## src/rtl/net2axis_pkg.sv

```systemverilog
// Shared definitions for the net2axis blocks: arbiter state encoding,
// statistics counter width and the metadata marker constant.
package net2axis_pkg;

    typedef enum logic [0:0] {
        IDLE = 1'b0,
        XFER = 1'b1
    } arb_state_e;

    localparam int COUNTER_WIDTH = 16;

    localparam logic [31:0] MD_MARKER = 32'h4E32_414D;

    // Saturating increment: a full counter holds its value.
    function automatic logic [COUNTER_WIDTH-1:0] sat_inc(input logic [COUNTER_WIDTH-1:0] value);
        logic [COUNTER_WIDTH-1:0] result;
        if (value == {COUNTER_WIDTH{1'b1}}) begin
            result = value;
        end else begin
            result = value + {{(COUNTER_WIDTH-1){1'b0}}, 1'b1};
        end
        return result;
    endfunction

endpackage

```

## src/rtl/net2axis_rr_pick.sv

```systemverilog
// Combinational round-robin selector: first set request bit searching
// upward from last+1 with wrap-around.
module net2axis_rr_pick #(
    parameter int N  = 2,
    parameter int IW = (N > 1) ? $clog2(N) : 1
) (
    input  logic [N-1:0]  req,
    input  logic [IW-1:0] last,
    output logic [IW-1:0] grant,
    output logic          found
);

    int idx_s;

    // Scan the N candidates in rotation order, keep the first hit.
    always_comb begin
        grant = {IW{1'b0}};
        found = 1'b0;
        idx_s = 0;
        for (int k = 1; k <= N; k++) begin
            idx_s = (int'(last) + k) % N;
            if (!found && req[IW'(idx_s)]) begin
                grant = IW'(idx_s);
                found = 1'b1;
            end else begin
                found = found;
            end
        end
    end

endmodule

```

## src/rtl/net2axis_stream_arbiter.sv

```systemverilog
// Packet-level round-robin merge of C_NUM_SRC AXI-Stream sources into one master.
// Optional per-source packet counters: define NET2AXIS_ARB_STATS_EN.
module net2axis_stream_arbiter
    import net2axis_pkg::*;
#(
    parameter int C_TDATA_WIDTH = 32,
    parameter int C_NUM_SRC     = 2
) (
    input  logic                                 ACLK,
    input  logic                                 ARESETN,
    input  logic                                 ENABLE,
    input  logic [C_NUM_SRC-1:0]                 S_AXIS_TVALID,
    input  logic [C_NUM_SRC*C_TDATA_WIDTH-1:0]   S_AXIS_TDATA,
    input  logic [C_NUM_SRC*C_TDATA_WIDTH/8-1:0] S_AXIS_TKEEP,
    input  logic [C_NUM_SRC-1:0]                 S_AXIS_TLAST,
    output logic [C_NUM_SRC-1:0]                 S_AXIS_TREADY,
    output logic                                 M_AXIS_TVALID,
    output logic [C_TDATA_WIDTH-1:0]             M_AXIS_TDATA,
    output logic [C_TDATA_WIDTH/8-1:0]           M_AXIS_TKEEP,
    output logic                                 M_AXIS_TLAST,
    input  logic                                 M_AXIS_TREADY,
    output logic [$clog2(C_NUM_SRC)-1:0]         GRANT,
    output logic                                 BUSY,
    output logic [C_NUM_SRC*16-1:0]              PKT_CNT
);

    localparam int KW = C_TDATA_WIDTH / 8;
    localparam int GW = $clog2(C_NUM_SRC);

    arb_state_e      state_r, state_next_s;
    logic [GW-1:0]   grant_r, grant_next_s;
    logic [GW-1:0]   last_r, last_next_s;
    logic [GW-1:0]   pick_s;
    logic            busy_r, busy_next_s;
    logic            found_s;
    logic            beat_last_s;

    logic [C_TDATA_WIDTH-1:0] src_data_s [C_NUM_SRC];
    logic [KW-1:0]            src_keep_s [C_NUM_SRC];

    for (genvar i = 0; i < C_NUM_SRC; i++) begin : g_unpack
        assign src_data_s[i] = S_AXIS_TDATA[i*C_TDATA_WIDTH +: C_TDATA_WIDTH];
        assign src_keep_s[i] = S_AXIS_TKEEP[i*KW +: KW];
    end

    net2axis_rr_pick #(
        .N  (C_NUM_SRC),
        .IW (GW)
    ) u_rr_pick (
        .req   (S_AXIS_TVALID),
        .last  (last_r),
        .grant (pick_s),
        .found (found_s)
    );

    // Zero-latency pass-through of the granted source; quiescent when idle.
    always_comb begin
        M_AXIS_TVALID = 1'b0;
        M_AXIS_TDATA  = {C_TDATA_WIDTH{1'b0}};
        M_AXIS_TKEEP  = {KW{1'b0}};
        M_AXIS_TLAST  = 1'b0;
        S_AXIS_TREADY = {C_NUM_SRC{1'b0}};
        if (state_r == XFER) begin
            M_AXIS_TVALID          = S_AXIS_TVALID[grant_r];
            M_AXIS_TDATA           = src_data_s[grant_r];
            M_AXIS_TKEEP           = src_keep_s[grant_r];
            M_AXIS_TLAST           = S_AXIS_TLAST[grant_r];
            S_AXIS_TREADY[grant_r] = M_AXIS_TREADY;
        end else begin
            M_AXIS_TVALID = 1'b0;
        end
    end

    assign beat_last_s = (state_r == XFER) && M_AXIS_TVALID && M_AXIS_TREADY && M_AXIS_TLAST;

    // Next-state: grant on a request in IDLE, release after the TLAST handshake.
    always_comb begin
        state_next_s = state_r;
        grant_next_s = grant_r;
        last_next_s  = last_r;
        busy_next_s  = busy_r;
        case (state_r)
            IDLE: begin
                if (ENABLE && found_s) begin
                    state_next_s = XFER;
                    grant_next_s = pick_s;
                    busy_next_s  = 1'b1;
                end else begin
                    busy_next_s  = 1'b0;
                end
            end
            XFER: begin
                if (beat_last_s) begin
                    state_next_s = IDLE;
                    last_next_s  = grant_r;
                    busy_next_s  = 1'b0;
                end else begin
                    busy_next_s  = 1'b1;
                end
            end
            default: begin
                state_next_s = IDLE;
                busy_next_s  = 1'b0;
            end
        endcase
    end

    // Arbiter state registers; the pointer resets so that source 0 wins first.
    always_ff @(posedge ACLK or negedge ARESETN) begin
        if (!ARESETN) begin
            state_r <= IDLE;
            grant_r <= {GW{1'b0}};
            last_r  <= GW'(C_NUM_SRC - 1);
            busy_r  <= 1'b0;
        end else begin
            state_r <= state_next_s;
            grant_r <= grant_next_s;
            last_r  <= last_next_s;
            busy_r  <= busy_next_s;
        end
    end

    assign GRANT = grant_r;
    assign BUSY  = busy_r;

`ifdef NET2AXIS_ARB_STATS_EN
    for (genvar i = 0; i < C_NUM_SRC; i++) begin : g_stats
        logic [COUNTER_WIDTH-1:0] cnt_r;

        // Completed-packet counter for source i, saturating.
        always_ff @(posedge ACLK or negedge ARESETN) begin
            if (!ARESETN) begin
                cnt_r <= {COUNTER_WIDTH{1'b0}};
            end else if (beat_last_s && (grant_r == GW'(i))) begin
                cnt_r <= sat_inc(cnt_r);
            end else begin
                cnt_r <= cnt_r;
            end
        end

        assign PKT_CNT[16*i +: 16] = cnt_r;
    end
`else
    assign PKT_CNT = {(C_NUM_SRC*16){1'b0}};
`endif

endmodule

```

## config.mk

```make
export PLATFORM = sky130hd
export DESIGN_NAME = net2axis_stream_arbiter
export DESIGN_NICKNAME = d
export VERILOG_FILES = /design/src/rtl/net2axis_pkg.sv /design/src/rtl/net2axis_rr_pick.sv /design/src/rtl/net2axis_stream_arbiter.sv
export SDC_FILE = /design/constraint.sdc
export NUM_CORES = 1
export LEC_CHECK = 0
export ABC_AREA = 1
export ABC_CLOCK_PERIOD_IN_PS = 3000
export CAP_MARGIN = 20
export CELL_PAD_IN_SITES_DETAIL_PLACEMENT = 0
export CELL_PAD_IN_SITES_GLOBAL_PLACEMENT = 2
export CORE_ASPECT_RATIO = 0.5
export CORE_MARGIN = 10
export CORE_UTILIZATION = 25
export CTS_BUF_LIST = sky130_fd_sc_hd__clkbuf_4
export CTS_CLUSTER_DIAMETER = 60
export DETAILED_ROUTE_END_ITERATION = 10
export DONT_BUFFER_PORTS = 1
export GPL_TIMING_DRIVEN = 0
export PLACE_DENSITY = 0.81
export SKIP_CTS_REPAIR_TIMING = 1
export SYNTH_ARGS = -nofsm -noshare
export SYNTH_HDL_FRONTEND = slang
export SYNTH_SLANG_ARGS = --single-unit
```

## constraint.sdc

```tcl
create_clock -name ACLK -period 3 [get_ports ACLK]
set_input_delay 0.15 -clock ACLK [delete_from_list [all_inputs] [get_ports ACLK]]
set_output_delay 0.15 -clock ACLK [all_outputs]
set_load 0.1 [all_outputs]
```

; Word level (Yosys, flattened, before mapping)
; Index checks and enable logic that the tools add are counted.
[classes]
addsub = 2
order_cmp = 5
muxes = 28
n_bitwise = 3
n_reduce_logical = 9
[ops]
columns = op, count
row1 = 2-to-1 mux 32 bit, 4
row2 = 2-to-1 mux 1 bit, 17
row3 = 2-to-1 mux 4 bit, 4
row4 = logical AND 1 bit, 6
row5 = less-than comparator 1 x 3 -> 1 bit (second input constant), 2
row6 = AND reduction 2 bit, 2
row7 = adder 1 bit (second input constant), 2
row8 = AND 2 bit, 1
row9 = greater-or-equal comparator 2 bit (second input constant), 1
row10 = less-than comparator 1 x 2 -> 1 bit (second input constant), 1
row11 = 2-to-1 mux 2 bit, 1
row12 = inverter 1 -> 2 bit, 1
row13 = one-hot mux 1 bit (2 select lines), 1
row14 = demux 1 bit (select 1 bit), 1
row15 = greater-or-equal comparator 1 bit (second input constant), 1
row16 = zero test 1 bit, 1
row17 = inverter 1 bit, 1
[word_totals]
register_bits = 3
input_bits = 80
elab_cells = 50

; Depth between registers and ports, before layout
; Gate-level depths: netlist (run 1).
[logic_depth]
depth_word = 11
ltp_mapped = 6
depth_no_buf = 6

; By module
; Synthesis (run 1) repeated with hierarchy kept, for this count alone.
[unflattened]
hier_cells = 187
area_unflattened_um2 = 1041.0
[by_module_without_submodules]
columns = mod, instances, cells_per_inst, area_each_um2
row1 = net2axis_stream_arbiter, 1, 184, 1023.5
row2 = net2axis_rr_pick, 1, 3, 17.5

; Worst setup path before layout (run 1)
; OpenSTA, ideal clock, no wires.
[synth_path]
path_kind = flip-flop to output port
start = register BUSY (netlist name)
end = output port S_AXIS_TREADY[0]
arrival_ps = 3238
path_slack_ps = -388
stages_incl_launch_ff = 3
path_buffers = 0
cell_sequence = dfrtp_1 > inv_1 > nor3_1
[synth_lines]
columns = element, line_no
row1 = to (decl), net2axis_stream_arbiter.sv:16  ; output logic [C_NUM_SRC-1:0] S_AXIS_TREADY,

==> reports/metrics.cfg, run 1 <==
[run_status]
status=completed

[cells_and_area]
num_antenna_cells=0
final_layout_size_suffix_gt1_share_pct=38.91
area_growth_pct=42.60
final_nets=302
layout_common_cells=nor2_1, o21ai_0, buf_4, conb_1, nor2_2

[worst_setup_path]
r2r_cells=4
regToRegSetupSlack_ns=1.10
cp.arrival_ns=2.64
worstReg2RegEnd=last_r$_DFFE_PN1P_
path_class=flop to primary output
startpoint_type=flop
worst_ep_required_time_ns=2.85
crit_path_end_kind=primary output
r2r-start=BUSY$_DFF_PN0_
crit_fanout=10

[synthesis]
avgSynthCellArea_um2=5.236
synth-seq-cells=3
synth_top_cell_area_share_pct=28.44
netlist_area_um2=963.4
syn_inst=184
yosysTopAreaCell=nor2_1
yosysSeqAreaShare_pct=7.922
synth_warnings=0
synth.area.top_cells=nor2_1, buf_4, o21ai_0
yosysUniqueCellTypes=18

[clocking]
path_clk_slew_ns=0.04
cts_tree=done
cts-root-buf=clkbuf_4
cts_buffers=3
clockBufferDepth=2
clkLatencyLatePin_ns=0.24
htreeDepth=1
cts_sinks=3

[routing]
wirelength_um=4326
num_vias=1142
wl_per_cell_um=15.90
dr.pass1.iters=4
antenna_left=0
drtIter0Drc=43
avgViaCountPerCell=4.199
drc=0

[global_routing]
grt_pass1_wl_um=6237
use_met1_pct=10.23
grt_util_met2_pct=20.26
grt_usage_pct=11.01
busiest_layer=met2
antenna_found_initial=0
grt_pass1_vias=1177
grt_util_met3_pct=7.500
grt_max_degree=11
grt-ovfl-total=0

[sta]
rsz0062_at_grt=no
skew_ns=0.002416
tightest_slew_ns=1.076
fmax_mhz=358.5
min_period_over_period_pct=92.99
hold_ws_ns=0.1105
hold_viol_final=0
setup_viol=0
finalMaxSlewViolations=0
min_period_ns=2.790
fin_ws_ns=0.2104
max_slew_margin_pct=28.20

[placement]
pre_cts_ws_ns=0.1949
numPortBuffers=0
gp_congestion=0.7429
dp_hpwl_um=3794

[die]
die_w_um=107.8
row_count=15
fp.dieH_um=63.90
initial_core_util_pct=27.02
dieArea_mm2=0.006887
core_area_mm2=0.003566
ios=154

[job]
cap_violations=0

[min_path]
worstHoldEndpoint=BUSY$_DFF_PN0_
worstHoldStart=S_AXIS_TVALID[0]
min-delay-path-class=input port to flop
whs_path_depth=2

## per-layer routing
metal  vias to the layer above  part of all wire [%]
met5                         -                     0
met1                       478                    33
met2                        70                    52
met4                         0                  0.83
li1                        590                     -
met3                         4                    14
## cell type report
type                            instances  area, um^2
Clock buffer                            4       30.03
Sequential cell                         3       77.57
Fill cell                             381        2192
Timing Repair Buffer                    2       37.54
Multi-Input combinational cell        162       830.8
Tap cell                               51       63.81
Buffer                                 44       311.5
Inverter                                6       22.52
## metrics by stage
| step | TNS [ns] | instances | util [%] | cell area, um^2 |
|---|---|---|---|---|
| floorplan | 0 | 215 | - | 1089 |
| global placement | -3.083 | 266 | 32.32 | 1152 |
| detailed placement | 0 | 267 | 35.96 | 1282 |
| CTS | -0.5269 | 271 | 36.81 | 1313 |
| global route | 0 | 272 | 38.53 | 1374 |
| finish | 0 | 272 | 38.53 | 1374 |
## cells in the mapped netlist
cell	instances
nand3_1	3
nand4_1	1
inv_2	1
conb_1	1
inv_1	5
dfrtp_1	2
nand2_1	13
dfstp_2	1
nor3_1	1
buf_4	34
buf_2	3
nor3_2	1
buf_1	1
a21oi_1	1
o21ai_0	37
clkbuf_1	4
nor2_1	73
buf_6	2
## critical path, cell delays in order, from the launching register on
cell and delay [ns]:
dfrtp_1 1.00, clkbuf_1 0.36, o21ai_0 0.19, nor2_2 0.84
## sequential cells by signal, indices dropped and copies added, names as in the netlist
signal,flops
BUSY,1
GRANT,1
last_r,1
## kinds of logic after synthesis
group	share of synthesized area [%]
and+or+nand+nor	37.27
AOI/OAI and AO/OA	19.74
other	0.3892
DFF	7.923
buffers and inverters	34.67
## worst max-delay path by stage
| stage | cells past startpoint | end | start | slack (ns) |
|---|---|---|---|---|
| detailed placement | 4 | M_AXIS_TKEEP[1] | BUSY$_DFF_PN0_ | 0.19 |
| finish | 3 | M_AXIS_TDATA[23] | BUSY$_DFF_PN0_ | 0.21 |
| CTS | 4 | M_AXIS_TKEEP[1] | BUSY$_DFF_PN0_ | -0.07 |
| global placement | 4 | M_AXIS_TKEEP[1] | BUSY$_DFF_PN0_ | -0.25 |
| floorplan | 4 | M_AXIS_TDATA[0] | BUSY$_DFF_PN0_ | 0.05 |
| global route | 4 | M_AXIS_TDATA[5] | BUSY$_DFF_PN0_ | 0.02 |
Power of run 1 is left out: the tool's default activity adds up to more than one toggle a clock period on the data nets, which glitch-free logic cannot reach.
==> run 2: changes to the inputs <==
- PLACE_DENSITY: 0.81 -> not set
- PLACE_DENSITY_LB_ADDON: not set -> 0.1
==> run 2 against run 1 <==
Routed wire length grew 0.88%; worst hold slack gained 0.0037 ns; global-route usage shrank 0.21 points; final area is the same; non-clock buffer count is the same; critical endpoint unchanged; cell count is the same; clock skew grew 0.0060 ns; via count shrank 1.3%; setup slack lost 0.0063 ns; flip-flop and latch count is the same; first-iteration DRC count grew 44%; critical path type unchanged.
==> reports/metrics.cfg, run 2 (synthesized netlist as in run 1, its figures left out) <==
[cells_and_area]
final_nets=302  ; unchanged
num_antenna_cells=0  ; unchanged
layout_common_cells=nor2_1, o21ai_0, buf_4, conb_1, nor2_2  ; unchanged
stdcell_count=272  ; unchanged
final_layout_size_suffix_gt1_share_pct=38.91  ; unchanged
area_growth_pct=42.60  ; unchanged

[global_routing]
grt_max_degree=11  ; unchanged
grt_pass1_wl_um=6099  ; was 6237 um
grt_usage_pct=10.80  ; was 11.01%
antenna_found_initial=0  ; unchanged
grt-ovfl-total=0  ; unchanged
grt_pass1_vias=1147  ; was 1177

[job]
cap_violations=0  ; unchanged

[die]
die_w_um=107.8  ; unchanged
initial_core_util_pct=27.02  ; unchanged
dieArea_mm2=0.006887  ; unchanged
fp.dieH_um=63.90  ; unchanged
ios=154  ; unchanged
row_count=15  ; unchanged
core_area_mm2=0.003566  ; unchanged

[min_path]
min-delay-path-class=input port to flop  ; unchanged
whs_path_depth=2  ; unchanged

[clocking]
cts_buffers=3  ; unchanged
clockBufferDepth=2  ; unchanged
cts_sinks=3  ; unchanged
htreeDepth=1  ; unchanged
cts-root-buf=clkbuf_4  ; unchanged
cts_tree=done  ; unchanged
clkLatencyLatePin_ns=0.24  ; about the same
path_clk_slew_ns=0.04  ; about the same

[worst_setup_path]
crit_fanout=10  ; unchanged
crit_chain=clkbuf_1 -> o21ai_0 -> nor2_2  ; unchanged
worst_ep_required_time_ns=2.85  ; about the same
cp_slowest_stage_delay_ns=0.99  ; was 1.00 ns
cp_slowest_cell=dfrtp_1  ; unchanged
cp.arrival_ns=2.65  ; was 2.64 ns
crit_buf_inv=1  ; unchanged
crit_path_end_kind=primary output  ; unchanged
critPathTopFamily=flip-flops  ; unchanged
startpoint_type=flop  ; unchanged
path_depth=3  ; unchanged
r2r_cells=4  ; unchanged
path_class=flop to primary output  ; unchanged

[routing]
wl_per_cell_um=16.04  ; was 15.90 um
drc=0  ; unchanged
antenna_left=0  ; unchanged
num_vias=1127  ; was 1142
drtIter0Drc=62  ; was 43
dr.pass1.iters=4  ; unchanged
wirelength_um=4364  ; was 4326 um
avgViaCountPerCell=4.143  ; was 4.199

[placement]
dp_hpwl_um=3822  ; was 3794 um
gp_congestion=0.7515  ; was 0.7429
placedCellCount=267  ; unchanged
numPortBuffers=0  ; unchanged
pre_cts_ws_ns=0.1324  ; was 0.1949 ns

[sta]
finalMaxSlewViolations=0  ; unchanged
max_slew_margin_pct=27.38  ; was 28.20%
min_period_ns=2.796  ; was 2.790 ns
min_period_over_period_pct=93.19  ; was 92.99%
fin_ws_ns=0.2042  ; was 0.2104 ns
hold_viol_final=0  ; unchanged
tightest_slew_ns=1.088  ; was 1.076 ns
skew_ns=0.008380  ; was 0.002416 ns
rsz0062_at_grt=no  ; unchanged
fmax_mhz=357.7  ; was 358.5 MHz
setup_viol=0  ; unchanged

[run_status]
status=completed  ; unchanged

==> run 2: layout make-up <==
type	count	area, um^2
buffer	44	311.5
clock buffer	4	30.03
multi-input combinational	162	830.8
fill	373	2192
sequential	3	77.57
tap	51	63.81
inverter	6	22.52
timing repair buffer	2	37.54
==> run 2: per-layer routing <==
layer / wire length (um) / GRT usage [%] / part of all wire [%] / up-vias
li1: - / - / - / 588
met1: 1429 / 10.12 / 33 / 469
met2: 2304 / 20.56 / 53 / 70
met3: 631 / 6.200 / 14 / 0
met4: 0 / 1.490 / 0 / 0
met5: 0 / 0 / 0 / -
==> run 2: worst paths after layout <==
kind	startpoint	endpoint	slack (ns)
worst max-delay path	BUSY$_DFF_PN0_	M_AXIS_TDATA[23]	0.20
worst min-delay path	S_AXIS_TVALID[0]	BUSY$_DFF_PN0_	0.11
worst max register to register	BUSY$_DFF_PN0_	last_r$_DFFE_PN1P_	1.06
worst min register to register	last_r$_DFFE_PN1P_	last_r$_DFFE_PN1P_	0.46
max in group asynchronous	ARESETN	last_r$_DFFE_PN1P_	2.62
min in group asynchronous	ARESETN	GRANT$_DFFE_PN0P_	0.16
==> run 2: per-stage QoR <==
step | utilization [%] | hold WS [ns] | instance area [um^2] | setup TNS [ns]
2_1_floorplan | - | -0.1456 | 1089 | 0
3_3_place_gp | 32.32 | -0.1454 | 1152 | -3.106
3_5_place_dp | 35.96 | -0.1454 | 1282 | 0
4_1_cts | 36.81 | -0.4047 | 1313 | -0.8328
5_1_grt | 38.53 | 0.1288 | 1374 | 0
6_report | 38.53 | 0.1142 | 1374 | 0
Power of run 2 is left out for the same reason.
==> run 3: changes to the inputs <==
- ABC_AREA: 1 -> not set
- CORE_UTILIZATION: 25 -> 30
==> run 3 against run 2 <==
First-iteration DRC count down 74%; worst hold slack improved by 0.032 ns; clock-buffer cell count unchanged; synthesized area is 8.3% higher; non-clock buffer count fell by 4; flip-flop and latch count unchanged; critical path depth grew 1; setup slack worse by 0.11 ns; synthesized cell count is 29% lower; cell count decreased by 20%; final area down 0.18%; largest cell class unchanged.
==> reports/metrics.cfg, run 3 <==
[clocking]
clkLatencyLatePin_ns=0.23  ; was 0.24 ns
cts_tree=done  ; unchanged
clockBufferDepth=2  ; unchanged
path_clk_slew_ns=0.04  ; about the same
htreeDepth=1  ; unchanged
cts-root-buf=clkbuf_4  ; unchanged
cts_buffers=3  ; unchanged
cts_sinks=3  ; unchanged

[global_routing]
grt_max_degree=11  ; unchanged
grt_pass1_vias=998  ; was 1147
antenna_found_initial=0  ; unchanged
grt_pass1_wl_um=4719  ; was 6099 um
grt_usage_pct=9.368  ; was 10.80%
grt-ovfl-total=0  ; unchanged

[worst_setup_path]
crit_start=GRANT$_DFFE_PN0P_  ; was BUSY$_DFF_PN0_
cp.arrival_ns=2.75  ; was 2.65 ns
regToRegSetupSlack_ns=0.89  ; was 1.06 ns
crit_path_end_kind=primary output  ; unchanged
cp_slowest_cell=dfrtp_1  ; unchanged
setup.worst_path.end=M_AXIS_TDATA[22]  ; was M_AXIS_TDATA[23]
worstReg2RegEnd=last_r$_DFFE_PN1P_  ; unchanged
crit_chain=buf_4 -> buf_2 -> mux2i_1 -> nor2b_2  ; was clkbuf_1 -> o21ai_0 -> nor2_2
crit_fanout=10  ; unchanged
r2r-start=GRANT$_DFFE_PN0P_  ; was BUSY$_DFF_PN0_
crit_buf_inv=2  ; was 1
worst_ep_required_time_ns=2.85  ; about the same
path_class=flop to primary output  ; unchanged
path_depth=4  ; was 3
r2r_cells=4  ; unchanged
critPathTopFamily=flip-flops  ; unchanged
startpoint_type=flop  ; unchanged
cp_slowest_stage_delay_ns=0.92  ; was 0.99 ns

[synthesis]
synth-main-ff-cell=dfrtp_1  ; unchanged
syn_inst=130  ; was 184
netlist_area_mm2=0.001044  ; was 963.4 um^2
avgSynthCellArea_um2=8.027  ; was 5.236 um^2
async_flop_share_pct=100.0  ; unchanged
ys_top_cells_by_count=mux2i_1, nor2b_1, buf_4  ; was nor2_1, o21ai_0, buf_4
synth.area.top_cells=mux2i_1, buf_4, nor2b_1  ; was nor2_1, buf_4, o21ai_0
yosysTopAreaCell=mux2i_1  ; was nor2_1
synth_top_cell_area_share_pct=36.45  ; was 28.44%
yosysUniqueCellTypes=16  ; was 18
yosysSeqAreaShare_pct=7.314  ; was 7.922%
synth-seq-cells=3  ; unchanged
synth_warnings=0  ; unchanged
synth_edf_count=0  ; unchanged

[sta]
fin_ws_ns=0.09797  ; was 0.2042 ns
min_period_ns=2.902  ; was 2.796 ns
hold_ws_ns=0.1464  ; was 0.1142 ns
min_period_over_period_pct=96.73  ; was 93.19%
max_slew_margin_pct=26.14  ; was 27.38%
skew_ns=0.002742  ; was 0.008380 ns
hold_viol_final=0  ; unchanged
rsz0062_at_grt=no  ; unchanged
finalMaxSlewViolations=0  ; unchanged
tightest_slew_ns=1.103  ; was 1.088 ns
setup_viol=0  ; unchanged
fmax_mhz=344.6  ; was 357.7 MHz

[placement]
placedCellCount=212  ; was 267
gp_congestion=0.6418  ; was 0.7515
numPortBuffers=0  ; unchanged
dp_hpwl_um=3425  ; was 3822 um
pre_cts_ws_ns=0.3280  ; was 0.1324 ns
place_area_mm2=0.001321  ; was 0.001282 mm^2

[die]
fp.dieH_um=61.71  ; was 63.90 um
initial_core_util_pct=30.72  ; was 27.02%
dieArea_mm2=0.006381  ; was 0.006887 mm^2
core_area_mm2=0.003397  ; was 0.003566 mm^2
ios=154  ; unchanged
die_w_um=103.4  ; was 107.8 um
row_count=15  ; unchanged

[cells_and_area]
layout_common_cells=mux2i_1, nor2b_2, buf_4, conb_1  ; was nor2_1, o21ai_0, buf_4, conb_1, nor2_2
fin_area_mm2=0.001371  ; was 0.001374 mm^2
stdcell_count=217  ; was 272
area_growth_pct=31.42  ; was 42.60%
final_nets=247  ; was 302
num_antenna_cells=0  ; unchanged
layout_commonest_cell=mux2i_1
final_layout_size_suffix_gt1_share_pct=49.40  ; was 38.91%

[routing]
dr.pass1.iters=2  ; was 4
drtIter0Drc=16  ; was 62
avgViaCountPerCell=4.106  ; was 4.143
wirelength_um=3836  ; was 4364 um
antenna_left=0  ; unchanged
num_vias=891  ; was 1127
wl_per_cell_um=17.68  ; was 16.04 um
drc=0  ; unchanged

[job]
cap_violations=0  ; unchanged

[run_status]
status=completed  ; unchanged

[min_path]
min-delay-path-class=input port to flop  ; unchanged

## run 3: changes by cell type after synthesis, moves of 2 or more
cell | previous run | this run
nor2_1 | 73 | 1
mux2i_1 | 0 | 38
buf_6 | 2 | 0
nand2_1 | 13 | 2
inv_1 | 5 | 0
nor2b_1 | 0 | 38
o21ai_0 | 37 | 1
nand3_1 | 3 | 0
## run 3: how the worst min path moves through the flow
stage                startpoint                 to  cells past startpoint
4_1_cts                 ARESETN  GRANT$_DFFE_PN0P_                      0
2_1_floorplan           ARESETN     BUSY$_DFF_PN0_                      0
3_5_place_dp            ARESETN  GRANT$_DFFE_PN0P_                      0
3_3_place_gp            ARESETN  GRANT$_DFFE_PN0P_                      0
6_report       S_AXIS_TVALID[0]  GRANT$_DFFE_PN0P_                      2
5_1_grt        S_AXIS_TVALID[0]  GRANT$_DFFE_PN0P_                      2
## run 3: logic make-up after synthesis
| group | synth area share [%] |
|---|---|
| AO/OA/AOI/OAI | 1.438 |
| buffers and inverters | 27.10 |
| other | 0.3594 |
| AND/OR/NAND/NOR | 26.26 |
| multiplexers | 37.53 |
| flip-flops | 7.315 |
## run 3: area by class of cell
class                           count  area, um^2
Timing Repair Buffer                1       10.01
Tap cell                           51       63.81
Buffer                             41       282.8
Multi-Input combinational cell    117       908.4
Sequential cell                     3       76.32
Clock buffer                        4       30.03
Fill cell                         342        2026
## run 3: layer usage
metal	part of all wire (%)	global-route usage, %	vias to the layer above
li1	-	-	436
met1	28	7.363	382
met2	54	18.82	73
met3	18	6.071	0
met4	0	2.947	0
met5	0	0	-
## run 3: through the flow
stage / setup TNS [ns] / utilization (%)
after detailed placement: 0 / 38.90
after global routing: 0 / 40.37
after CTS: 0 / 39.78
final: 0 / 40.37
after global placement: -0.7276 / 38.23
after floorplan: 0 / -
Power of run 3 is left out for the same reason.
